<file path="config.mk">
export PLATFORM = sky130hd
export DESIGN_NAME = control_unit
export DESIGN_NICKNAME = d
export VERILOG_FILES = /design/src/rtl/cpu_pkg.sv /design/src/rtl/control_unit.sv
export SDC_FILE = /design/constraint.sdc
export NUM_CORES = 1
export LEC_CHECK = 0
export BUFFER_PORTS_ARGS = -buffer_cell sky130_fd_sc_hd__buf_4
export CORE_AREA = 3 3 40 42
export DETAILED_ROUTE_END_ITERATION = 10
export DIE_AREA = 0 0 43 45
export PLACE_DENSITY_LB_ADDON = 0.2
export SKIP_LAST_GASP = 1
export SLEW_MARGIN = 5
export SYNTH_ARGS = -nofsm -noshare
export SYNTH_HDL_FRONTEND = slang
export SYNTH_SLANG_ARGS = --single-unit
</file>
<file path="constraint.sdc">
create_clock -name clk -period 3.5 [get_ports clk]
set_clock_uncertainty 0.1 [all_clocks]
set_input_delay 0.7 -clock clk [delete_from_list [all_inputs] [get_ports clk]]
set_output_delay 0.7 -clock clk [all_outputs]
set_load 0.05 [all_outputs]
</file>
<file path="src/rtl/cpu_pkg.sv">
// Shared CPU definitions: opcodes, control-FSM state encodings and the
// datapath select encodings used by control_unit, datapath and ALU.
package cpu_pkg;

  localparam int OPCODE_W = 5;
  localparam int STATE_W  = 4;

  localparam logic [OPCODE_W-1:0] OP_RTYPE = 5'h00;
  localparam logic [OPCODE_W-1:0] OP_LW    = 5'h01;
  localparam logic [OPCODE_W-1:0] OP_SW    = 5'h02;
  localparam logic [OPCODE_W-1:0] OP_BEQ   = 5'h03;
  localparam logic [OPCODE_W-1:0] OP_J     = 5'h04;
  localparam logic [OPCODE_W-1:0] OP_ADDI  = 5'h05;

  typedef enum logic [STATE_W-1:0] {
    FETCH0  = 4'd0,
    FETCH1  = 4'd1,
    FETCH2  = 4'd2,
    DECODE  = 4'd3,
    MEMADR  = 4'd4,
    LW_RD   = 4'd5,
    LW_WB   = 4'd6,
    SW_WR   = 4'd7,
    RT_EX   = 4'd8,
    RT_WB   = 4'd9,
    ADDI_EX = 4'd10,
    ADDI_WB = 4'd11,
    BRANCH  = 4'd12,
    JUMP    = 4'd13
  } state_e;

  typedef enum logic [1:0] {
    ALU_ADD   = 2'b00,
    ALU_SUB   = 2'b01,
    ALU_FUNCT = 2'b10
  } alu_op_e;

  typedef enum logic [1:0] {
    SRCB_B        = 2'b00,
    SRCB_CONST4   = 2'b01,
    SRCB_IMM      = 2'b10,
    SRCB_IMM_SHL2 = 2'b11
  } alu_src_b_e;

  typedef enum logic [1:0] {
    PC_SRC_ALU    = 2'b00,
    PC_SRC_ALUOUT = 2'b01,
    PC_SRC_JUMP   = 2'b10
  } pc_src_e;

  function automatic logic is_legal_op(input logic [OPCODE_W-1:0] op);
    return (op == OP_RTYPE) || (op == OP_LW) || (op == OP_SW) ||
           (op == OP_BEQ)   || (op == OP_J)  || (op == OP_ADDI);
  endfunction

endpackage

</file>
<file path="src/rtl/control_unit.sv">
// Multicycle control FSM for the 24-bit datapath: fetches a 3-byte
// instruction, decodes it and sequences execute/memory/write-back steps.
module control_unit
  import cpu_pkg::*;
#(
  parameter int OPCODE_W = 5,
  parameter int STATE_W  = 4
) (
  input  logic                clk,
  input  logic                reset,
  input  logic [OPCODE_W-1:0] opcode,
  input  logic                zero,
  input  logic                mem_ready,
  output logic                aluSrcA,
  output logic                mem_to_reg,
  output logic                data_not_instr,
  output logic                pc_write,
  output logic                pc_write_cond,
  output logic                reg_write,
  output logic                reg_dst,
  output logic [1:0]          pc_source,
  output logic [1:0]          aluSrcB,
  output logic [1:0]          aluOp,
  output logic [2:0]          ir_write,
  output logic                mem_read,
  output logic                mem_write,
  output logic                illegal_op,
  output logic [STATE_W-1:0]  state
);

  state_e state_q, state_d;
  logic   illegal_q;
  logic   zero_unused;

  // zero is consumed by the datapath PC-write gating, not by this FSM
  assign zero_unused = zero;

  // State register
  always_ff @(posedge clk or posedge reset) begin
    if (reset) state_q <= FETCH0;
    else       state_q <= state_d;
  end

  // Illegal-opcode flag: pulses in the cycle after DECODE saw a bad opcode
  always_ff @(posedge clk or posedge reset) begin
    if (reset) illegal_q <= 1'b0;
    else       illegal_q <= (state_q == DECODE) && !is_legal_op(opcode);
  end

  // Next-state logic
  always_comb begin
    state_d = state_q;
    unique case (state_q)
      FETCH0:  if (mem_ready) state_d = FETCH1;
      FETCH1:  if (mem_ready) state_d = FETCH2;
      FETCH2:  if (mem_ready) state_d = DECODE;
      DECODE: begin
        case (opcode)
          OP_RTYPE:     state_d = RT_EX;
          OP_LW, OP_SW: state_d = MEMADR;
          OP_BEQ:       state_d = BRANCH;
          OP_J:         state_d = JUMP;
          OP_ADDI:      state_d = ADDI_EX;
          default:      state_d = FETCH0;
        endcase
      end
      MEMADR:  state_d = (opcode == OP_LW) ? LW_RD : SW_WR;
      LW_RD:   if (mem_ready) state_d = LW_WB;
      LW_WB:   state_d = FETCH0;
      SW_WR:   if (mem_ready) state_d = FETCH0;
      RT_EX:   state_d = RT_WB;
      RT_WB:   state_d = FETCH0;
      ADDI_EX: state_d = ADDI_WB;
      ADDI_WB: state_d = FETCH0;
      BRANCH:  state_d = FETCH0;
      JUMP:    state_d = FETCH0;
      default: state_d = FETCH0;
    endcase
  end

  // Output decode; fetch strobes are qualified by mem_ready so each IR byte
  // loads exactly once, and everything is forced low while reset is held
  always_comb begin
    aluSrcA        = 1'b0;
    mem_to_reg     = 1'b0;
    data_not_instr = 1'b0;
    pc_write       = 1'b0;
    pc_write_cond  = 1'b0;
    reg_write      = 1'b0;
    reg_dst        = 1'b0;
    pc_source      = PC_SRC_ALU;
    aluSrcB        = SRCB_B;
    aluOp          = ALU_ADD;
    ir_write       = '0;
    mem_read       = 1'b0;
    mem_write      = 1'b0;
    if (!reset) begin
      unique case (state_q)
        FETCH0: begin
          mem_read = 1'b1;
          if (mem_ready) ir_write = 3'b001;
        end
        FETCH1: begin
          mem_read = 1'b1;
          if (mem_ready) ir_write = 3'b010;
        end
        FETCH2: begin
          mem_read = 1'b1;
          if (mem_ready) begin
            ir_write = 3'b100;
            pc_write = 1'b1;
            aluSrcB  = SRCB_CONST4;
          end
        end
        DECODE: aluSrcB = SRCB_IMM_SHL2;
        MEMADR: begin
          aluSrcA = 1'b1;
          aluSrcB = SRCB_IMM;
        end
        LW_RD: begin
          mem_read       = 1'b1;
          data_not_instr = 1'b1;
        end
        LW_WB: begin
          reg_write  = 1'b1;
          mem_to_reg = 1'b1;
        end
        SW_WR: begin
          mem_write      = 1'b1;
          data_not_instr = 1'b1;
        end
        RT_EX: begin
          aluSrcA = 1'b1;
          aluOp   = ALU_FUNCT;
        end
        RT_WB: begin
          reg_write = 1'b1;
          reg_dst   = 1'b1;
        end
        ADDI_EX: begin
          aluSrcA = 1'b1;
          aluSrcB = SRCB_IMM;
        end
        ADDI_WB: reg_write = 1'b1;
        BRANCH: begin
          aluSrcA       = 1'b1;
          aluOp         = ALU_SUB;
          pc_write_cond = 1'b1;
          pc_source     = PC_SRC_ALUOUT;
        end
        JUMP: begin
          pc_write  = 1'b1;
          pc_source = PC_SRC_JUMP;
        end
        default: ;
      endcase
    end
  end

  assign illegal_op = illegal_q;
  assign state      = STATE_W'(state_q);

endmodule
</file>
==> summary by stage <==
GRT
The number of antenna violations at the first check in global routing is 0. Across every metal layer, demand over resource in global routing totals about 19%. After global routing the overflow that remains totals 0. The first-pass GRT wire length is approximately 2700 um. The number of global-route vias before repair is between 600 and 700. The pin count of the biggest net entering global routing is 21.

Clock tree
The tree is rooted in a clkbuf_4. The clock tree from TritonCTS is yes. The maximum number of buffers from clock root to sink is 2. Clock-pin slew was measured on the worst setup and hold paths at 0.04 ns.

Counting the buffers created by CTS gives 3. Gates resized during post-CTS repair numbered 0. The level count of the clock H-tree is 1. Hold repair after CTS inserted 0 buffers. Buffers added to address setup during post-CTS repair amount to 0. The worst-skew pair later-pin latency is 0.24 ns. The clock net in this run drives a total of 5 sinks.

Critical path
Data on the critical path arrives at its endpoint at 1.89 ns. STA classifies the critical path endpoint as an output pin. The capture point of the worst reg-to-reg path is state[1].

The flop-to-flop setup slack is 1.76 ns. The maximum fanout along the worst path is 17. The worst register-to-register path has a depth of 4. In this run the critical register-to-register path is launched from state[0]. The worst setup path category is flop to output pin. The required time of the critical path is between 2 and 3 ns. The category of the worst setup path launch point is a flop.

Synthesis
The top cell type by area accounts for around 21% of the synthesized area. By area the synthesized netlist is led by dfrtp_1 21%, nor2_1 8.4%, nor3_1 6.9%, buf_6 5.8%, buf_4 5.1%. The average cell area after synthesis is 7.49 um^2.

The net count after synthesis is 87. After technology mapping, the gate count stands at 78. The cell taking the most area after synthesis is dfrtp_1. The area of the mapped netlist is ~600 um^2. By count the netlist is led by 13 x nor2_1, 8 x nor3_1, 7 x nand2_1, 5 x dfrtp_1, 4 x buf_4. The dominant cell by count in the synthesized netlist is nor2_1. The number of flops mapped to enable cells by yosys is 0. For this run, asynchronously set or reset flops after synthesis account for 100%. The register area share after synthesis is between 20 and 25%.

The count of distinct cell types in the synthesized netlist is 33. Among all flip-flop cells after synthesis, the most frequent one is dfrtp_1. The Yosys step of the flow raised 0 warnings. Counting flops and latches in the post-synthesis netlist gives 5.

Die
In this run the standard cell core region covers about 1300 um^2. The height of the chip is 45 um. For this configuration, the core starts out at a cell density of roughly 45%. Row generation in the floorplan step produced 13 rows. From left edge to right edge, the die measures ~43 um.

The full die area is 1940 um^2. The top-level I/O count is 32.

STA
The share of the clock period used by the worst path after layout is approximately 77%. Setup repair after global routing left no endpoint under its margin. The final count of pins violating max slew is 0. For this run, the top clock speed supported by timing is between 300 and 400 MHz. Setup violations remaining at the end of the flow were counted as 0. The number of hold violations in the final report came to 0. The worst path needs about 2.7 ns of the cycle, external delays included. The normalized max-slew margin is between 60% and 70%.

At the pin with the least slew margin, the transition time is approximately 0.59 ns.

Cells and area
The finished layout cell area is 791 um^2. The area added between synthesis and finish is 35.3%. The share of cells above drive strength 1 is between 30% and 40%. The final non-filler cell total is around 120.

The repair_antennas step left the layout with diodes totalling 0. The net total in the final layout is ~110.

Power
The leakage dissipation is between 0.3 and 0.4 nW. The internal power of the cells is 0.000243 W. The analysis attributes to net switching a power of about 0.00034 W. The fraction of power consumed by sequential logic is around a quarter.

VDD sags by at most between 500 and 600 uV. Dividing total power by cell area gives a power density of between 700 and 800 nW/um^2. The fraction of power spent switching nets is 58.0%.

Combinational logic burns 63.2% of the power. Per report_power, the clock group accounts for 11.5% of the total.

Run status
The run finished with clean final reports.

Detailed routing
The detailed-routing iteration count for the pre-antenna-repair pass is 4. After detailed routing, the number of remaining DRC violations is 0. Across all layers, the routed design uses a little under 700 vias. The count of nets left with antenna violations once routing finished came out at 0.

The average wire per standard cell is ~14 um. The count of routing violations after the opening detailed-route iteration is 15. The post-detailed-route via-to-cell ratio is about 5.8. The wire length after detailed routing is around 1700 um.

Placed design
The instance count after placement with tap cells included is between 100 and 150. The congestion estimate from routability-driven global placement came to roughly 0.88. Input and output buffers added on the ports amount to 30. Once placement finished, the instance area stood at about 760 um^2. Detailed placement ended at an HPWL of ~1200 um.

Hold path
The tightest min-delay check is of the input pin to async pin type.

Flow run
Max-cap violations in this run came to 0.
sequential cells by signal, summed over array words and instances (netlist names):
signal,cells
state,4
illegal_op,1
placed cells by master (no fill, tap or decap), types with 2 or more instances in the layout:
| master | n |
|---|---|
| a2111oi_1 | 2 |
| a31oi_1 | 3 |
| a2bb2oi_1 | 2 |
| nor2_1 | 13 |
| clkbuf_4 | 3 |
| nand2_1 | 7 |
| o32a_1 | 2 |
| buf_4 | 30 |
| inv_1 | 3 |
| nor3_1 | 8 |
| dfrtp_1 | 5 |
| xor2_1 | 2 |
| nand2b_1 | 3 |
worst max-delay path, stage by stage (launching register included):
cell and delay (ns):
dfrtp_1 0.67, inv_1 0.26, nand2_1 0.17, nor2_1 0.06, or2_2 0.28, buf_4 0.19
how the worst max path moves through the flow:
stage          slack (ns)  endpoint     start
2_1_floorplan       -0.05   aluSrcA  state[1]
3_3_place_gp         0.98  pc_write     reset
3_5_place_dp         0.96  pc_write     reset
4_1_cts              0.82  pc_write  state[0]
5_1_grt              0.65  pc_write  state[0]
6_report             0.81  pc_write  state[0]
per-layer routing:
metal | share of wire [%] | vias to the layer above | track usage [%] | wire length [um]
li1 | - | 333 | - | -
met1 | 43 | 317 | 22.0 | 716
met2 | 46 | 33 | 31.7 | 760
met3 | 11 | 0 | 6.77 | 177
met4 | 0 | 0 | 5.42 | 0
met5 | 0 | - | 0 | 0
cells by family after synthesis:
logic type      synth area share [%]
compound gates                  25.7
xor+xnor                        4.50
buf+inv                         15.0
flops                           21.4
mux                             1.71
simple gates                    31.7
layout make-up:
class,count,area (um^2)
fillers,126,494
multi-input cells,60,380
clock buffers,4,26.3
inverters,4,15.0
well taps,15,18.8
repair buffers,30,225
flip-flops and latches,5,125
power groups by stage:
stage                     registers [W]  logic (W)  clock network (W)
after floorplan                0.000150   0.000298                  0
after global placement         0.000146   0.000361                  0
after detailed placement       0.000146   0.000366                  0
after CTS                      0.000145   0.000367          0.0000696
after global routing           0.000155   0.000390          0.0000802
final                          0.000147   0.000366          0.0000668
stage by stage:
stage / hold WS [ns] / setup TNS [ns] / utilization, % / power, W / setup slack, ns
2_1_floorplan: 0.395 / -0.0915 / - / 0.000448 / -0.0523
3_3_place_gp: 0.597 / 0 / 59.5 / 0.000508 / 0.976
3_5_place_dp: 0.603 / 0 / 59.5 / 0.000513 / 0.958
4_1_cts: 0.347 / 0 / 61.5 / 0.000582 / 0.818
5_1_grt: 0.352 / 0 / 61.5 / 0.000625 / 0.648
6_report: 0.349 / 0 / 61.5 / 0.000580 / 0.814
(Power assumes the default switching activity.)
